--- src/rtl/d_p_mem_arbiter.sv ---
// d_p_mem_arbiter: round-robin arbiter and sequencer for a 16x4 dual-port memory.
// Grants up to two accesses per cycle (at most one write) and returns responses two cycles later.
`default_nettype none

module d_p_mem_arbiter #(
   parameter int NREQ    = 4,
   parameter int DEFER_W = 8
) (
   input  logic                clk,
   input  logic                reset_n,
   input  logic [NREQ-1:0]     req,
   input  logic [NREQ-1:0]     req_we,
   input  logic [4*NREQ-1:0]   req_addr,
   input  logic [4*NREQ-1:0]   req_wdata,
   output logic [NREQ-1:0]     gnt,
   output logic [NREQ-1:0]     rsp_valid,
   output logic [4*NREQ-1:0]   rsp_data,
   output logic                mem_we_0,
   output logic                mem_we_1,
   output logic [3:0]          mem_addr_0,
   output logic [3:0]          mem_addr_1,
   output logic [3:0]          mem_wdata_0,
   output logic [3:0]          mem_wdata_1,
   input  logic [3:0]          mem_rdata_0,
   input  logic [3:0]          mem_rdata_1,
   output logic [DEFER_W-1:0]  defer_cnt
);

   logic [1:0]      ptr;
   logic [1:0]      a_id;
   logic [1:0]      b_id;
   logic [1:0]      idx;
   logic            a_vld;
   logic            b_vld;
   logic            next_seen;
   logic            defer;
   logic [1:0]      s1_vld;
   logic [1:0]      s2_vld;
   logic [1:0][1:0] s1_id;
   logic [1:0][1:0] s2_id;

   // A write counts as deferred only when it is the very next requester after a writing slot A.
   always_comb begin
      a_vld     = 1'b0;
      b_vld     = 1'b0;
      a_id      = ptr;
      b_id      = ptr;
      idx       = ptr;
      next_seen = 1'b0;
      defer     = 1'b0;
      for (int i = 0; i < 4; i++) begin
         idx = ptr + 2'(i);
         if (req[idx]) begin
            if (!a_vld) begin
               a_vld = 1'b1;
               a_id  = idx;
            end else begin
               if (!next_seen && req_we[a_id] && req_we[idx]) defer = 1'b1;
               next_seen = 1'b1;
               if (!b_vld && !(req_we[a_id] && req_we[idx])) begin
                  b_vld = 1'b1;
                  b_id  = idx;
               end
            end
         end
      end
   end

   always_comb begin
      gnt = '0;
      if (reset_n) begin
         if (a_vld) gnt[a_id] = 1'b1;
         if (b_vld) gnt[b_id] = 1'b1;
      end
   end

   always_ff @(posedge clk or negedge reset_n) begin
      if (!reset_n) begin
         ptr         <= '0;
         mem_we_0    <= 1'b0;
         mem_we_1    <= 1'b0;
         mem_addr_0  <= '0;
         mem_addr_1  <= '0;
         mem_wdata_0 <= '0;
         mem_wdata_1 <= '0;
         s1_vld      <= '0;
         s2_vld      <= '0;
         s1_id       <= '0;
         s2_id       <= '0;
         rsp_valid   <= '0;
         rsp_data    <= '0;
         defer_cnt   <= '0;
      end else begin
         mem_we_0 <= a_vld && req_we[a_id];
         mem_we_1 <= b_vld && req_we[b_id];
         if (a_vld) begin
            mem_addr_0  <= req_addr[{a_id, 2'b00} +: 4];
            mem_wdata_0 <= req_wdata[{a_id, 2'b00} +: 4];
         end
         if (b_vld) begin
            mem_addr_1  <= req_addr[{b_id, 2'b00} +: 4];
            mem_wdata_1 <= req_wdata[{b_id, 2'b00} +: 4];
         end

         if (b_vld)      ptr <= b_id + 2'd1;
         else if (a_vld) ptr <= a_id + 2'd1;

         s1_vld <= {b_vld, a_vld};
         s1_id  <= {b_id, a_id};
         s2_vld <= s1_vld;
         s2_id  <= s1_id;

         // Both ports come from the same grant cycle, so their ids never collide.
         rsp_valid <= '0;
         if (s2_vld[0]) begin
            rsp_valid[s2_id[0]]               <= 1'b1;
            rsp_data[{s2_id[0], 2'b00} +: 4]  <= mem_rdata_0;
         end
         if (s2_vld[1]) begin
            rsp_valid[s2_id[1]]               <= 1'b1;
            rsp_data[{s2_id[1], 2'b00} +: 4]  <= mem_rdata_1;
         end

         if (defer && (defer_cnt != '1)) defer_cnt <= defer_cnt + 1'b1;
      end
   end

endmodule

`default_nettype wire

--- config.mk ---
export PLATFORM = sky130hd
export DESIGN_NAME = d_p_mem_arbiter
export DESIGN_NICKNAME = d
export VERILOG_FILES = /design/src/rtl/d_p_mem_arbiter.sv
export SDC_FILE = /design/constraint.sdc
export NUM_CORES = 1
export LEC_CHECK = 0
export ABC_AREA = 1
export ABC_CLOCK_PERIOD_IN_PS = 5300
export CAP_MARGIN = 20
export CORE_MARGIN = 10
export CORE_UTILIZATION = 54
export DETAILED_ROUTE_END_ITERATION = 8
export GPL_TIMING_DRIVEN = 0
export PLACE_DENSITY_LB_ADDON = 0.25
export SLEW_MARGIN = 10
export SYNTH_ARGS = -nofsm -noshare
export SYNTH_HDL_FRONTEND = slang
export SYNTH_SLANG_ARGS = --single-unit
--- constraint.sdc ---
create_clock -name clk -period 5.3 [get_ports clk]
set_input_delay 0.53 -clock clk [delete_from_list [all_inputs] [get_ports clk]]
set_output_delay 0.53 -clock clk [all_outputs]
set_load 0.1 [all_outputs]
==> Word level (Yosys, flattened, before mapping) <==
Cells that the tools add are included.
{ "totals": {"register_bits": 60, "in_bits": 50} }
{ "op_classes": {"order_cmp": 14, "addsub": 8, "shift": 8, "n_reduce_logical": 23, "n_eq_ne": 1, "mux": 85, "bitwise": 2} }
{ "ops": {"columns": ["op", "count"], "rows": [
  ["$shiftx A16 B5 Y4", 4],
  ["$mux W1", 42],
  ["$mux W2", 17],
  ["$bwmux W16", 2],
  ["$mux W16", 2],
  ["$shift A4 B6 Y16 const A", 2],
  ["$shiftx A4 B6 Y16", 2],
  ["$lt A2 B3 Y1 const B", 10],
  ["$bmux W1 S2", 12],
  ["$mux W4", 6],
  ["$logic_and A1 B1 Y1", 16],
  ["$neg A4 Y6", 2],
  ["$add A8 B1 Y8 const B", 1],
  ["$demux W1 S2", 4],
  ["$ge A2 B1 Y1 const B", 4],
  ["$ne A8 B8 Y1 const B", 1],
  ["$or A4 B4 Y4", 2],
  ["$add A2 B1 Y2 const B", 3],
  ["$logic_not A1 Y1", 6],
  ["$add A2 B2 Y2 const B", 2],
  ["$reduce_bool A2 Y1", 1]
]} }

==> Longest topological paths before layout <==
Gate-level depths: netlist of the first run.
{ "logic_depth": {"word_depth": 25, "mapped_depth": 25, "ltp_nobuf": 24} }

==> Least setup slack after synthesis of the first run <==
Ideal clock, no wire load.
{ "synth_path": {"path_kind": "input to output", "startpoint": "input req[3]", "endpoint": "output gnt[0]", "path_stages": 22, "required_ps": 4770, "path_buffers": 0, "arrival_ps": 3425, "path_slack_ps": 1345, "path_cell_list": "inv_1 -> nand2_1 -> nand3_2 -> nand2_4 -> inv_2 -> nand2_2 -> nand2_2 -> nand2_4 -> nand2_2 -> nand3_1 -> nand3_2 -> nand2_2 -> nand2_4 -> nand2_4 -> nand2_4 -> nand2_4 -> nand2_8 -> nand2_8 -> nand2_2 -> inv_1 -> nand2_1 -> a21oi_1"} }
{ "synth_between": {"elab_chain_cells": 25, "word_cells_on_any_way": 61, "classes_between": "4 x order compare; 46 x mux; 1 x bitwise; 10 x reduce/logical"} }
{ "synth_rtl": {"columns": ["item", "line_no", "source"], "rows": [
  ["from (decl)", "11", "input logic [NREQ-1:0] req,"],
  ["$bmux W1 S2", "53", "if (req[idx]) begin"],
  ["$mux W1 (not written as such)", "53", null],
  ["$mux W1", "53", null],
  ["$mux W2", "54", "if (!a_vld) begin"],
  ["$mux W2", "53", null],
  ["$bmux W1 S2", "60", "if (!b_vld && !(req_we[a_id] && req_we[idx])) begin"],
  ["$mux W1 (not written as such)", "60", null],
  ["$logic_and A1 B1 Y1", "60", null],
  ["(+9 left out)", null, null],
  ["$mux W2", "53", null],
  ["$lt A2 B3 Y1 (not written as such) or $ge A2 B1 Y1 (tied branches)", "73", "if (b_vld) gnt[b_id] = 1'b1;"],
  ["$logic_and A1 B1 Y1 (not written as such)", "73", null],
  ["$mux W1 (not written as such)", "73", null],
  ["$demux W1 S2", "73", null],
  ["$or A4 B4 Y4 (no source line)", null, null],
  ["$mux W4 (*)", "73", null],
  ["$mux W4 (*)", "71", "if (reset_n) begin"],
  ["to (decl)", "15", "output logic [NREQ-1:0] gnt,"]
]} }
Every way passes the cells marked *; elsewhere a longest branch is shown, timed or not. The select of a mux whose other input is x is not followed.

==> Final worst setup path of the first run <==
{ "layout_path": {"startpoint": "input req[3]", "endpoint": "output gnt[1]"} }
The elaborated chain is that of the path after synthesis.

==> results.sh, run 1 <==
export IMPL_outcome="complete, no violations"
export IMPL_dieArea_um2=11300
export IMPL_synth_cell_types=49
export IMPL_fmax_mhz=215
export IMPL_fp_dieW_um=106
export IMPL_drc_errors=0
export IMPL_rows=31
export IMPL_worstPathMaxFanout=7
export IMPL_path_buf_inv=5
export IMPL_ys_ff_latch=60
export IMPL_totalWireLength_um=11700
export IMPL_grt_pass1_wl_um=19300
export IMPL_ant_nets=0
export IMPL_rsz0062_at_grt="false"
export IMPL_antenna_found_initial=0
export IMPL_initial_utilization_pct=55.5
export IMPL_clk_latency_ns=0.35
export IMPL_drive_gt1_share_pct=14.0
export IMPL_slew_headroom_pct=31.0
export IMPL_reg2reg_slack_ns=2.61
export IMPL_io_buffer_count=99
export IMPL_fin_worst_skew_ns=0.0171
export IMPL_slowest_stage="clkdlybuf4s50_1"
export IMPL_async_flop_share_pct=100
export IMPL_nNetsFinal=680
export IMPL_critPathRequiredTime_ns=4.77
export IMPL_place_hpwl_um=8990
export IMPL_clock_path_buffers=2
export IMPL_place_congestion=0.931
export IMPL_setup_worst_path_start_class="input pin"
export IMPL_synth_area_um2=4000
export IMPL_post_route_period_util_pct=87.9
export IMPL_synth_flop_cell="dfrtp_1"
export IMPL_area_growth_synth_to_final_pct=33.4
export IMPL_path_clk_slew_ns=0.08
export IMPL_dr_pass1_iters=5
export IMPL_setup_viol_count_final=0
export IMPL_reg2reg_from="ptr[0]"
export IMPL_fin_crit_ns=4.66
export IMPL_viasPerCell=5.47
export IMPL_postCtsHoldBufs=0
export IMPL_tightest_slew_ns=1.03
export IMPL_routed_via_count=3937
export IMPL_cp_arrival_ns=4.13
export IMPL_grt_ovfl_total=0
export IMPL_syn_avg_cell_area_um2=7.91
export IMPL_grt_usage_pct=20.6
export IMPL_path_cells="clkdlybuf4s50_1, inv_1, nand2_1, nand3_2, nand2_4, inv_2, nand2_2, nand2_2, nand2_4, nand2_2, nand3_1, nand3_2, nand2_2, nand2_4, nand2_4, nand4_1, nand2_2, nand2_2, inv_2, a22oi_2, nor2_1, clkdlybuf4s50_1"
export IMPL_slew_violations=0
export IMPL_yosys_warnings=0
export IMPL_r2r_cells=16
export IMPL_critPathCaptureType="output port"
export IMPL_cts_max_level=3
export IMPL_grt_pass1_vias=4045
export IMPL_maxCapViolCount=0
export IMPL_crit_type="input pin to output port"
export IMPL_drt_iter0_markers=193
export IMPL_cts_root_buffer="clkbuf_8"
export IMPL_synth_seq_area_share_pct=37.5
export IMPL_slowest_delay_ns=1.16
export IMPL_grt_start_max_net_pins=62
export IMPL_worst_path_most_repeated_cell="nand2_2"
export IMPL_die_y_um=106
export IMPL_r2r_end="mem_addr_0[0]"
export IMPL_path_delay_family="buffers and inverters"
export IMPL_cts_setup_buffers=0
export IMPL_hold_viol=0
export IMPL_cts_buffers=9
export IMPL_syn_num_nets=570
export IMPL_hold_class="input pin to asynchronous set/reset pin"
export IMPL_netlist_instances=506
export IMPL_numClockSinks=60
export IMPL_diodes=0
export IMPL_cts_resized=0
export IMPL_coreArea_um2=7210
export IMPL_setup_tns_ns=0
export IMPL_wl_per_cell_um=16.2
export IMPL_io_pins=100
export IMPL_synth_edf_count=0
export IMPL_tritoncts="yes"
[worst max-delay path by stage]
stage / start / to / depth (start not counted)
detailed placement: req[3] / gnt[1] / 22
global route: req[3] / gnt[1] / 22
floorplan: req[3] / gnt[0] / 22
finish: req[3] / gnt[1] / 22
global placement: reset_n / gnt[1] / 4
CTS: req[3] / gnt[1] / 22
[final cells by class]
type,instances,area [µm²]
buffer,10,82.6
clock buffer,9,124
clock inverter,7,98.8
fill,588,1880
inverter,67,267
multi-input combinational,369,2150
sequential,60,1500
tap,99,124
timing repair buffer,99,988
[cell usage in the layout (no fill, tap or decap), drive strengths merged, types with 2 or more instances in the layout]
| master | n |
|---|---|
| clkinv | 3 |
| inv | 68 |
| nand4 | 4 |
| nand3b | 6 |
| xnor2 | 2 |
| bufinv | 2 |
| mux2 | 2 |
| nor2 | 35 |
| o211ai | 8 |
| clkbuf | 12 |
| nand2 | 164 |
| xor2 | 4 |
| a22oi | 8 |
| buf | 8 |
| o21ai | 24 |
| a22o | 4 |
| nand3 | 38 |
| o22ai | 12 |
| clkdlybuf4s50 | 98 |
| a31oi | 2 |
| a21oi | 25 |
| nor3 | 5 |
| dfrtp | 60 |
| ha | 14 |
| a41oi | 3 |
[flip-flops by register name, indices dropped and copies added (netlist names)]
register / cells
defer_cnt: 8
mem_wdata_0: 4
mem_we_1: 1
rsp_valid: 4
mem_addr_1: 4
mem_addr_0: 4
rsp_data: 16
mem_wdata_1: 4
s1_id: 4
mem_we_0: 1
s2_id: 4
s2_vld: 2
ptr: 2
s1_vld: 2
[cells by family after synthesis]
| kind of cell | after synthesis | share of synthesized area [%] |
|---|---|---|
| adder cells (fa/ha/maj) | 14 | 4.38 |
| multiplexers | 2 | 0.563 |
| XOR/XNOR | 6 | 1.31 |
| flip-flops | 60 | 37.5 |
| buffers and inverters | 77 | 8.72 |
| AND/OR/NAND/NOR | 254 | 32.4 |
| AO/OA/AOI/OAI | 93 | 15.2 |
[cells in the mapped netlist, types with 5 or more instances]
cell	number	share of area, %
nand2_1	134	13
o22ai_1	12	1.9
nand3_1	31	3.9
nor3_1	5	0.63
buf_6	5	1.4
o211ai_1	5	0.94
o21ai_1	8	1.0
nor2_1	28	2.6
nand2_2	17	2.7
inv_2	6	0.56
inv_1	58	5.4
dfrtp_1	60	38
o21ai_0	14	1.8
nand3b_1	6	1.1
nand3_2	6	1.5
ha_1	14	4.4
a21oi_1	24	3.0
nand2_4	10	2.8
a22oi_1	6	1.1
[per-layer routing]
layer	global-route usage [%]	up-vias	wire, µm
li1	-	1890	-
met1	24.8	1871	5070
met2	34.2	160	5430
met3	6.16	16	970
met4	7.16	0	191
met5	0	-	0
[worst reg2reg max path, delay by kind of cell, from the launching register on]
family | cells | cell delay [ns]
AND/OR/NAND/NOR | 10 | 1.48
buffers and inverters | 4 | 0.51
flip-flops | 1 | 0.37
AO/OA/AOI/OAI | 2 | 0.26
[through the flow]
step                      area (µm²)  utilization (%)  std cells  hold WS [ns]  worst slack [ns]
final                           5340             74.0        720         0.256             0.642
after global routing            5340             74.0        720         0.311             0.441
after CTS                       5340             74.0        720         0.278             0.644
after detailed placement        5110             70.9        704         0.336             0.667
after global placement          5120             70.9        704         0.332           0.00510
after floorplan                 4000                -        506         0.234              1.35
Power of run 1 is left out: the tool's default activity adds up to more than one toggle a clock period on the data nets, which glitch-free logic cannot reach.
==> run 2: changes to the inputs <==
Settings changed: TNS_END_PERCENT set to 10.
==> results of run 2 <==
The final DEF is identical to that of run 1; final timing and power are the same.
Power of run 2 is left out for the same reason.
==> run 3: changes to the inputs <==
Settings changed: ABC_AREA 1 to not set, CORE_UTILIZATION 54 to 53, CTS_CLUSTER_SIZE set to 8.
==> run 3 against run 2 <==
Fmax fell by 6.4%. Core utilization is 2.3 points lower. Wire length decreased by 5.8%. Via count is 8.1% lower. Global-route usage decreased by 1.2 points. Non-clock buffer count up 11. First-iteration DRC count increased by 22%. Synthesized area is 3.8% lower. Setup slack lost 0.32 ns. Critical path type unchanged. Clock skew grew 0.0011 ns. Hold slack better by 0.020 ns.
==> results.sh, run 3 <==
export IMPL_slew_headroom_pct=32.1
export IMPL_routed_via_count=3618
export IMPL_hold_class="input pin to asynchronous set/reset pin"
export IMPL_totalWireLength_um=11000
export IMPL_nNetsFinal=575
export IMPL_reg2reg_from="ptr[1]"
export IMPL_grt_pass1_vias=3697
export IMPL_cp_arrival_ns=4.44
export IMPL_path_clk_slew_ns=0.06
export IMPL_fp_dieW_um=105
export IMPL_maxCapViolCount=0
export IMPL_synth_commonest_cells="dfrtp_1 (60), nand2_1 (47), mux2i_1 (24)"
export IMPL_io_pins=100
export IMPL_netlist_instances=401
export IMPL_post_route_period_util_pct=93.9
export IMPL_setup_worst_path_start_class="input pin"
export IMPL_fin_crit_ns=4.97
export IMPL_synth_seq_area_share_pct=39.0
export IMPL_synth_cell_types=64
export IMPL_synthMostInstantiatedCell="dfrtp_1"
export IMPL_wl_per_cell_um=17.9
export IMPL_diodes=0
export IMPL_drive_gt1_share_pct=9.69
export IMPL_clk_latency_ns=0.34
export IMPL_async_flop_share_pct=100
export IMPL_syn_avg_cell_area_um2=9.60
export IMPL_rsz0062_at_grt="false"
export IMPL_place_congestion=0.875
export IMPL_outcome="complete, no violations"
export IMPL_dr_pass1_iters=6
export IMPL_grt_use_met1_pct=23.6
export IMPL_dieArea_um2=11100
export IMPL_crit_type="input pin to output port"
export IMPL_ant_nets=0
export IMPL_worstPathMaxFanout=10
export IMPL_io_buffer_count=99
export IMPL_grt_usage_pct=19.4
export IMPL_coreArea_um2=7180
export IMPL_cp_startpoint="req[0]"
export IMPL_top_register="rsp_data"
export IMPL_viasPerCell=5.88
export IMPL_grt_pass1_wl_um=18100
export IMPL_die_y_um=105
export IMPL_grt_busiest_layer="met2"
export IMPL_ys_top_cells_by_area="dfrtp_1 (39%), mux2i_1 (6.2%), nand2_1 (4.6%)"
export IMPL_critPathRequiredTime_ns=4.77
export IMPL_fmax_mhz=201
export IMPL_cts_buffers=9
export IMPL_setup_tns_ns=0
export IMPL_mostFrequentLayoutCells="clkdlybuf4s50_1 (94), dfrtp_1 (60), nand2_1 (47), mux2i_1 (24), o21ai_0 (20)"
export IMPL_numClockSinks=60
export IMPL_tritoncts="yes"
export IMPL_grt_ovfl_total=0
export IMPL_syn_num_nets=465
export IMPL_yosys_warnings=0
export IMPL_setup_viol_count_final=0
export IMPL_drc_errors=0
export IMPL_hold_slack_ns=0.276
export IMPL_synth_area_um2=3850
export IMPL_fin_worst_skew_ns=0.0182
export IMPL_place_hpwl_um=8230
export IMPL_cts_root_buffer="clkbuf_8"
export IMPL_antenna_found_initial=0
export IMPL_synth_flop_cell="dfrtp_1"
export IMPL_hold_viol=0
export IMPL_synth_edf_count=0
export IMPL_reg_top3="rsp_data x16, defer_cnt x8"
export IMPL_grt_start_max_net_pins=65
export IMPL_slew_violations=0
export IMPL_rows=31
export IMPL_initial_utilization_pct=53.7
export IMPL_tightest_slew_ns=1.02
export IMPL_postCtsHoldBufs=0
export IMPL_clock_path_buffers=2
export IMPL_drt_iter0_markers=236
export IMPL_area_growth_synth_to_final_pct=33.5
export IMPL_largest_register_ffs=16
export IMPL_ys_ff_latch=60
export IMPL_grt_use_met3_pct=9.26
export IMPL_synth_top_area_cell="dfrtp_1"
export IMPL_synth_top_area_share_pct=39.0
export IMPL_cts_max_level=3
export IMPL_utilization_pct=71.7
export IMPL_grt_use_met2_pct=30.3
export IMPL_critPathCaptureType="output port"
export IMPL_layout_commonest_cell="clkdlybuf4s50_1"
[run 3: cells by family after synthesis]
family	share of synthesized area (%)
AO/OA/AOI/OAI	19.9
XOR/XNOR	2.47
adder cells (fa/ha/maj)	4.55
buffers and inverters	4.61
flip-flops	39.0
multiplexers	13.6
AND/OR/NAND/NOR	15.8
[run 3: layer usage]
| metal | part of all wire [%] | wire [µm] | vias up |
|---|---|---|---|
| met5 | 0 | 0 | - |
| met4 | 1.0 | 114 | 0 |
| met3 | 11 | 1200 | 22 |
| met2 | 46 | 5040 | 178 |
| met1 | 42 | 4630 | 1721 |
| li1 | - | - | 1697 |
[run 3: worst max-delay path: stages]
cell and delay (ns):
clkdlybuf4s50_1 0.51, nand2b_1 0.20, a222oi_1 0.53, mux4_1 0.69, a21oi_2 0.38, nor2_1 0.10
a21oi_2 0.36, o21ai_2 0.16, buf_6 0.18, o32ai_1 0.21, and2_1 0.16, buf_2 0.43
[run 3: layout make-up]
cell class	instances	area [µm²]
Timing Repair Buffer	99	968
Inverter	18	67.6
Clock inverter	7	75.1
Clock buffer	9	124
Tap cell	99	124
Multi-Input combinational cell	302	2170
Sequential cell	60	1500
Buffer	21	110
Fill cell	534	2030
[run 3: final timing paths]
check | to | slack [ns] | cells past startpoint
setup / recovery | gnt[2] | 0.33 | 12
hold / removal | defer_cnt[0] | 0.28 | 1
hold reg to reg | s2_vld[0] | 0.35 | 0
setup reg to reg | mem_wdata_1[0] | 1.80 | 10
min in group clk | s2_vld[0] | 0.35 | 0
max in group asynchronous | s1_id[3] | 4.51 | 1
[run 3: through the flow]
| stage | setup WS (ns) | instance area [µm²] | cells |
|---|---|---|---|
| after floorplan | 0.668 | 3850 | 401 |
| after global placement | -0.293 | 4970 | 599 |
| after detailed placement | -0.346 | 4960 | 599 |
| after CTS | 0.0281 | 5160 | 615 |
| after global routing | 0.0898 | 5140 | 615 |
| final | 0.325 | 5140 | 615 |
[run 3: repair_timing]
item,4_1_cts,5_1_grt
endpoints found under the setup margin,4,4
resized for setup,6,8
setup buffers,0,0
hold endpoints to repair,0,0
Power of run 3 is left out for the same reason.
